### src/rtl/masked_pkg.sv
// masked_pkg: shared state encoding and counter sizing for the share recombiner.
package masked_pkg;
  typedef enum logic [1:0] {IDLE, ACCUM, HOLD} rsm_state_t;
  function automatic int share_cnt_w(input int n);
    return $clog2(n + 1);
  endfunction
endpackage

### src/rtl/share_xor_acc.sv
// share_xor_acc: XOR accumulator and share counter; o_full flags the share that completes a frame by count.
module share_xor_acc
  import masked_pkg::*;
#(
  parameter int WIDTH   = 64,
  parameter int NSHARES = 3
) (
  input  logic             clk,
  input  logic             rst,
  input  logic             i_load,
  input  logic             i_acc,
  input  logic             i_clear,
  input  logic [WIDTH-1:0] i_share,
  output logic [WIDTH-1:0] o_sum,
  output logic             o_full
);
  localparam int CW = share_cnt_w(NSHARES);
  logic [WIDTH-1:0] r_acc;
  logic [CW-1:0]    r_cnt;
  always_comb begin
    o_sum  = (i_load ? '0 : r_acc) ^ i_share;
    o_full = r_cnt == CW'(NSHARES - 1);
  end
  // clear wins so the recombined value never lingers in acc
  always_ff @(posedge clk) begin
    if (rst || i_clear) begin
      r_acc <= '0;
      r_cnt <= '0;
    end else if (i_load) begin
      r_acc <= i_share;
      r_cnt <= CW'(1);
    end else if (i_acc) begin
      r_acc <= o_sum;
      r_cnt <= r_cnt + CW'(1);
    end
  end
endmodule

### src/rtl/masked_share_recombiner.sv
// masked_share_recombiner: XOR-recombines NSHARES Boolean shares per frame into the plain value.
// Optional in_last framing check enabled by defining LAST_CHECK_EN.
module masked_share_recombiner
  import masked_pkg::*;
#(
  parameter int WIDTH   = 64,
  parameter int NSHARES = 3
) (
  input  logic             clk,
  input  logic             rst,
  input  logic             in_valid,
  output logic             in_ready,
  input  logic [WIDTH-1:0] in_share,
  input  logic             in_last,
  output logic             out_valid,
  input  logic             out_ready,
  output logic [WIDTH-1:0] out_data,
  output logic             out_err
);
  if (NSHARES < 2) begin : g_bad_nshares
    $error("NSHARES must be >= 2");
  end
  rsm_state_t       r_state;
  logic             r_out_valid;
  logic [WIDTH-1:0] r_out_data;
  logic             r_out_err;
  logic             w_accept;
  logic             w_full;
  logic             w_done;
  logic             w_err;
  logic             w_fin;
  logic [WIDTH-1:0] w_sum;
  always_comb begin
    in_ready = (r_state == HOLD) ? out_ready : 1'b1;
    w_accept = in_valid && in_ready;
`ifdef LAST_CHECK_EN
    w_done = w_full || in_last;
    w_err  = w_full ^ in_last;
`else
    w_done = w_full;
    w_err  = 1'b0;
`endif
    w_fin = w_accept && w_done;
  end
`ifndef LAST_CHECK_EN
  logic w_unused_last;
  assign w_unused_last = in_last;
`endif
  share_xor_acc #(.WIDTH(WIDTH), .NSHARES(NSHARES)) u_acc (
    .clk     (clk),
    .rst     (rst),
    .i_load  (w_accept && r_state != ACCUM),
    .i_acc   (w_accept && r_state == ACCUM),
    .i_clear (w_fin),
    .i_share (in_share),
    .o_sum   (w_sum),
    .o_full  (w_full)
  );
  // HOLD only moves on an output handshake; a new first share may ride along with it
  always_ff @(posedge clk) begin
    if (rst) begin
      r_state     <= IDLE;
      r_out_valid <= 1'b0;
      r_out_data  <= '0;
      r_out_err   <= 1'b0;
    end else if (r_state != HOLD || out_ready) begin
      if (w_fin) begin
        r_state     <= HOLD;
        r_out_valid <= 1'b1;
        r_out_data  <= w_sum;
        r_out_err   <= w_err;
      end else begin
        r_state     <= w_accept ? ACCUM : (r_state == HOLD ? IDLE : r_state);
        r_out_valid <= 1'b0;
        r_out_data  <= '0;
        r_out_err   <= 1'b0;
      end
    end
  end
  assign out_valid = r_out_valid;
  assign out_data  = r_out_data;
  assign out_err   = r_out_err;
endmodule

### config.mk
export PLATFORM = sky130hd
export DESIGN_NAME = masked_share_recombiner
export DESIGN_NICKNAME = d
export VERILOG_FILES = /design/src/rtl/masked_pkg.sv /design/src/rtl/share_xor_acc.sv /design/src/rtl/masked_share_recombiner.sv
export SDC_FILE = /design/constraint.sdc
export NUM_CORES = 1
export LEC_CHECK = 0
export BUFFER_PORTS_ARGS = -buffer_cell sky130_fd_sc_hd__clkbuf_2
export CAP_MARGIN = 20
export CORE_MARGIN = 8
export CORE_UTILIZATION = 54
export CTS_BUF_LIST = sky130_fd_sc_hd__clkbuf_16
export CTS_CLUSTER_SIZE = 10
export DETAILED_ROUTE_END_ITERATION = 8
export PLACE_DENSITY_LB_ADDON = 0.3
export RECOVER_POWER = 50
export SYNTH_ARGS = -nofsm -noshare
export SYNTH_HDL_FRONTEND = slang
export SYNTH_SLANG_ARGS = --single-unit
### constraint.sdc
create_clock -name clk -period 2.6 [get_ports clk]
set_input_delay 0.78 -clock clk [delete_from_list [all_inputs] [get_ports clk]]
set_output_delay 0.78 -clock clk [all_outputs]
set_load 0.1 [all_outputs]
==> reports/metrics.cfg, run 1 <==
[run_status]
status = finished clean

[power]
p_leak_uw = 0.003262
power.density_mw_per_mm2 = 640.6
ir_drop_uv = 484.8

[clocking]
clk_latency_ps = 430
cts.sinks = 133
clock_path_buffers = 2
postCtsHoldBufs = 0
cts_buffers = 17
cts_tree = done
ctsResizeCount = 0
post_cts_buffers = 0
htree_num_levels = 4
clk_transition_reported_paths_ps = 60
cts_root_buf = clkbuf_16

[worst_setup_path]
crit_path_start_kind = input port
r2r_cells = 5
critPathKind = in2out
end_kind = output port
worstPathArrival_ps = 1630
r2r_end = u_acc.r_acc[5]
worst-r2r-setup-slack_ps = 290
cp_num_cells = 3
required_ps = 1820
slowest_stage = or3b_4
path_buf_inv = 2
crit_fanout = 17
path_cells = clkbuf_2 > or3b_4 > buf_12
r2r_start = r_state[0]
crit_family = simple AND/OR/NAND/NOR gates
crit_path_max_incr_delay_ps = 530

[sta]
fmax_mhz = 414.2
setup_viol = 0
period_share_pct = 92.87
tightest_slew_ps = 996.1
tns_ps = 0
hold_violations = 0
drv_slew = 0
finalClockSkew_ps = 6.538
relSlewSlack_pct = 33.55
hold_ws_ps = 443.8
rsz0062_at_grt = no
min_period_ps = 2415

[floorplanning]
fp.dieW_um = 129.8
die_area_mm2 = 0.01684
die_y_um = 129.8
core_mm2 = 0.01262
rows = 41
ios = 136
start_util_pct = 55.39

[routing]
firstDrtPassIters = 7
drc_errors = 0
drt-vias-per-instance = 5.346
wirelength_um = 17600
vias = 6533
avgRoutedWirePerCell_um = 14.41
drt_iter0_markers = 465
drtAntennaViolNets = 0

[grt]
grt_pass1_wl_um = 29060
grt_max_degree = 93
track_usage_pct = 21.53
antenna_found_initial = 0
grt_pass1_vias = 6060
gr-total-overflow = 0

[layout]
n_fill_cell = 1109
drive_gt1_share_pct = 21.24
final_cell_mix = nor2_1 (133), dfxtp_1 (133), clkbuf_2 (132), nand2_1 (128), o21ai_0 (72)
syn_to_final_growth_pct = 18.97
num_antenna_cells = 0
final_nets = 1107

[synthesis]
synth_cells = 942
synth_warnings = 0
yosysSeqAreaShare_pct = 38.09
synthArstFlopShare_pct = 0
avgSynthCellArea_um2 = 7.421
synthTopCellsByArea = dfxtp_1 (38%), xnor2_1 (8.0%), o21ai_1 (7.2%)
synth_top_flop_cell = dfxtp_1
syn-cell-area_mm2 = 0.006990
ys_ff_latch = 133
synth.top_cell.area_share_pct = 38.09
ys_types = 32
synth-edff-count = 0
synth.largest_area_cell = dfxtp_1
syn_nets = 1012

[placed_design]
dp_hpwl_um = 11420
place_congestion = 0.7550
portBuffers = 133

[worst_hold_path]
worstHoldEndpoint = out_data[14]
min_path_type = reg2reg
min-delay-start = out_data[14]
min_path_cells = 2

[job]
drv_cap = 0

==> worst reg2reg max path, delay by kind of cell, from the launching register on <==
| kind | cells | cell delay, ps |
|---|---|---|
| buffers and inverters | 1 | 280 |
| AO/OA/AOI/OAI | 2 | 250 |
| AND/OR/NAND/NOR | 2 | 1260 |
| flip-flops | 1 | 450 |
==> kinds of logic (layout without fill, tap and decap cells) <==
kind of cell / Yosys count / count (layout) / share of synthesized area (%)
other cells: 1 / 1 / 0.05364
xor+xnor: 64 / 64 / 8.019
fa+ha+maj: 1 / 1 / 0.1790
buf+inv: 145 / 253 / 9.379
mux: 1 / 1 / 0.1432
compound gates: 325 / 325 / 28.94
flops: 133 / 133 / 38.09
simple gates: 272 / 272 / 15.20
==> cell usage after synthesis, types with 2 or more instances <==
cell type    n
clkbuf_2    10
nand2b_1     2
buf_1        6
buf_4        3
o21ai_1    100
a31oi_1     34
nor2b_1      2
clkbuf_1    23
xnor2_1     64
buf_2       31
a31oi_2     27
inv_1       66
a31oi_4      4
nand2_1    129
nor2_1     133
a21oi_1     65
o21ai_0     29
dfxtp_1    133
o22ai_1     64
buf_6        5
==> where the power goes <==
group	internal (uW)	switching, uW
clock network	1390	911
registers	2130	26.6
logic	335	531
total	3860	1470
==> worst max path at each step <==
stage	slack (ps)	startpoint	end
finish	190	out_ready	in_ready
global route	130	r_state[1]	in_ready
detailed placement	150	out_ready	u_acc.r_acc[5]
floorplan	230	out_ready	in_ready
global placement	180	out_ready	in_ready
CTS	160	r_state[1]	in_ready
==> through the flow <==
step / instances / total power [uW] / util (%) / setup WS [ps] / instance area, um^2
after floorplan: 942 / 2857 / - / 228.8 / 6990
after global placement: 1190 / 3048 / 61.55 / 184.0 / 7767
after detailed placement: 1190 / 3070 / 61.55 / 152.5 / 7767
after CTS: 1222 / 5368 / 66.03 / 160.4 / 8333
after global routing: 1222 / 5580 / 65.90 / 127.5 / 8317
final: 1222 / 5328 / 65.90 / 185.5 / 8317
==> flip-flops by register name, indices dropped and copies added, names as in the netlist <==
name	count
out_data	64
u_acc.r_acc	64
r_state	2
u_acc.r_cnt	2
out_valid	1
==> per-layer routing <==
layer | track usage, % | part of all wire [%] | routed length [um] | vias up
li1 | - | - | - | 3376
met1 | 26.19 | 44 | 7772 | 2947
met2 | 35.34 | 48 | 8371 | 187
met3 | 6.732 | 6.8 | 1199 | 23
met4 | 7.377 | 1.5 | 261 | 0
met5 | 0 | 0 | 0 | -
==> area by class of cell <==
type                       count  area (um^2)  area share (%)
multi-input combinational    664         3692           44.40
sequential                   133         2663           32.01
timing repair buffer         155        933.4           11.22
clock buffer                  17        425.4           5.115
inverter                      66        247.7           2.979
tap                          172        215.2           2.588
clock inverter                15        140.1           1.685
Power figures use the tool's default switching activity.
==> inputs of run 2 (changes only) <==
--- a/config.mk
+++ b/config.mk
@@ -7,8 +7,10 @@
 export LEC_CHECK = 0
 export BUFFER_PORTS_ARGS = -buffer_cell sky130_fd_sc_hd__clkbuf_2
 export CAP_MARGIN = 20
+export CELL_PAD_IN_SITES_DETAIL_PLACEMENT = 2
+export CELL_PAD_IN_SITES_GLOBAL_PLACEMENT = 2
 export CORE_MARGIN = 8
-export CORE_UTILIZATION = 54
+export CORE_UTILIZATION = 35
 export CTS_BUF_LIST = sky130_fd_sc_hd__clkbuf_16
 export CTS_CLUSTER_SIZE = 10
 export DETAILED_ROUTE_END_ITERATION = 8
@@ -16,4 +18,5 @@
 export RECOVER_POWER = 50
 export SYNTH_ARGS = -nofsm -noshare
 export SYNTH_HDL_FRONTEND = slang
+export SYNTH_HIERARCHICAL = 1
 export SYNTH_SLANG_ARGS = --single-unit
==> reports/metrics.cfg, run 2 <==
[job]
drv_cap = 0  ; unchanged

[synthesis]
synth_most_common_cell = dfxtp_1
avgSynthCellArea_um2 = 9.661  ; +30%
syn-cell-area_mm2 = 0.007777  ; +11%
netlist_top_cells_count = dfxtp_1 (133), nand2b_1 (71), mux2i_1 (65)
ys_ff_latch = 133  ; unchanged
ys_types = 30  ; -6.3%
synth_top_flop_cell = dfxtp_1
yosysSeqAreaShare_pct = 34.23  ; -3.9 points
synthTopCellsByArea = dfxtp_1 (34%), nand2b_4 (11%), mux2i_1 (8.4%)
synthArstFlopShare_pct = 0  ; unchanged
synth-edff-count = 0  ; unchanged
syn_nets = 875  ; -14%
synth.largest_area_cell = dfxtp_1
synth_cells = 805  ; -15%
synth.top_cell.area_share_pct = 34.23  ; -3.9 points
synth_warnings = 6  ; +6

[worst_hold_path]
min_path_type = reg2reg

[sta]
setup_viol = 0  ; unchanged
tightest_slew_ps = 1503  ; +507.3 ps
fmax_mhz = 442.9  ; +6.9%
relSlewSlack_pct = -0.2283  ; -34 points
hold_violations = 0  ; unchanged
period_share_pct = 86.83  ; -6.0 points
rsz0062_at_grt = no
min_period_ps = 2258  ; -156.8 ps
finalClockSkew_ps = 11.60  ; +5.064 ps
tns_ps = 0  ; unchanged
drv_slew = 66  ; +66

[worst_setup_path]
crit_path_start_kind = flop
crit_fanout = 66  ; +49
path_cells = inv_1 > ha_1 > buf_2 > nand4b_1 > mux2i_1
critPathKind = reg2reg
required_ps = 2940  ; +1120 ps
worstPathArrival_ps = 2600  ; +970 ps
crit_path_max_incr_delay_ps = 1120  ; +590 ps
slowest_stage = buf_2
end_kind = flop

[floorplanning]
core_mm2 = 0.02182  ; +73%
rows = 54  ; +32%
die_area_mm2 = 0.02725  ; +62%
ios = 136  ; unchanged
die_y_um = 165.1  ; +27%
fp.dieW_um = 165.1  ; +27%
start_util_pct = 35.64  ; -20 points

[clocking]
postCtsHoldBufs = 0  ; unchanged
cts.sinks = 133  ; unchanged
cts_tree = done
ctsResizeCount = 0  ; unchanged
post_cts_buffers = 0  ; unchanged
clock_path_buffers = 2  ; unchanged
clk_latency_ps = 420  ; about the same
htree_num_levels = 4  ; unchanged
cts_buffers = 17  ; unchanged
clk_transition_reported_paths_ps = 60  ; about the same
cts_root_buf = clkbuf_16

[run_status]
status = finished, violations left
violations = max-slew violations

[layout]
n_fill_cell = 2417  ; +120%
final_cell_mix = dfxtp_1 (133), clkbuf_2 (130), nand2b_1 (105), mux2i_1 (65)
num_antenna_cells = 0  ; unchanged
syn_to_final_growth_pct = 14.16
seq_area_mm2 = 0.002663  ; unchanged
final_nets = 974  ; -12%
multi_input_area_mm2 = 0.004443  ; +20%
drive_gt1_share_pct = 22.90  ; +1.7 points
fin_area_mm2 = 0.008879  ; +6.8%
final_common_cell = dfxtp_1

[grt]
track_usage_pct = 16.48  ; -5.0 points
grt_use_met1_pct = 19.28  ; -6.9 points
grt_pass1_wl_um = 35800  ; +23%
gr-max-usage-layer = met2
gr-total-overflow = 0  ; unchanged
met3_usage_pct = 3.892  ; -2.8 points
grt_pass1_vias = 6772  ; +12%
grt_max_degree = 74  ; -20%
met2_usage_pct = 29.63  ; -5.7 points
antenna_found_initial = 1  ; +1

[routing]
vias = 6117  ; -6.4%
drc_errors = 0  ; unchanged
avgRoutedWirePerCell_um = 18.39  ; +28%
drt-vias-per-instance = 5.110  ; -4.4%
drt_iter0_markers = 201  ; -57%
wirelength_um = 22010  ; +25%
drtAntennaViolNets = 0  ; unchanged
firstDrtPassIters = 4  ; -3

[placed_design]
place_area_mm2 = 0.008616  ; +11%
place_congestion = 0.6989  ; -7.4%
portBuffers = 133  ; unchanged
dp_hpwl_um = 14700  ; +29%

[power]
p_leak_uw = 0.003822  ; +17%
p_clk_share_pct = 42.5  ; -0.7 points
pwr-share-seq_pct = 42.1  ; +1.6 points
power.density_mw_per_mm2 = 586.0  ; -8.5%
power.share.combinational_pct = 15.4  ; -0.9 points
power.switching_uw = 1437  ; -2.2%
ir_drop_uv = 384.8  ; -21%
sw_frac_of_total_pct = 27.61  ; +0.051 points
p_int_uw = 3766  ; -2.4%

run 2: logic make-up (layout without fill, tap and decap cells):
kind of cell	after synthesis	in the layout	share of synthesized area (%)
compound gates	195	195	14.78
xor+xnor	65	65	7.320
fa+ha+maj	1	1	0.1608
buf+inv	75	187	5.518
flops	133	133	34.23
mux	66	66	8.510
other cells	1	1	0.04822
simple gates	269	269	29.42
run 2: power by group through the flow:
stage / clock network (uW) / logic, uW / registers [uW]
final: 2210 / 801 / 2190
after global routing: 2370 / 879 / 2200
after CTS: 2280 / 861 / 2210
after detailed placement: 0 / 855 / 2250
after global placement: 0 / 828 / 2250
after floorplan: 0 / 589 / 2300
run 2: stage by stage:
stage | worst slack [ps] | total power (uW) | util, % | cells | hold WS [ps]
after global routing | 167.3 | 5448 | 40.68 | 1197 | 493.8
after floorplan | 349.3 | 2885 | - | 805 | 451.8
final | 342.3 | 5203 | 40.68 | 1197 | 473.9
after CTS | 352.6 | 5351 | 41.89 | 1197 | 477.8
after detailed placement | 43.87 | 3109 | 39.48 | 1165 | 467.8
after global placement | 142.6 | 3077 | 39.48 | 1165 | 462.0
run 2: worst paths after layout:
kind,start,slack (ps),end,cells past startpoint
min reg2reg,out_data[25],470,out_data[25],2
min,out_data[25],470,out_data[25],2
max,u_acc/r_cnt[0],340,out_data[52],5
max reg2reg,u_acc/r_cnt[0],340,out_data[52],5
run 2: cell type report:
cell class | instances | share of cell area (%)
Sequential cell | 133 | 29.99
Clock inverter | 15 | 1.141
Inverter | 3 | 0.1550
Timing Repair Buffer | 152 | 9.935
Clock buffer | 17 | 4.791
Tap cell | 280 | 3.946
Multi-Input combinational cell | 597 | 50.04
run 2: per-layer routing:
metal  share of wire [%]  vias up
met5               0.059        -
met4                0.81        2
met3                 3.9       16
met2                  52       81
met1                  44     3048
li1                    -     2970
run 2: critical path: cells and delay by family, from the launching register on:
family	cells	cell delay (ps)
AND/OR/NAND/NOR	1	310
adder cells (fa/ha/maj)	1	150
buffers and inverters	2	1180
multiplexers	1	220
flip-flops	1	320
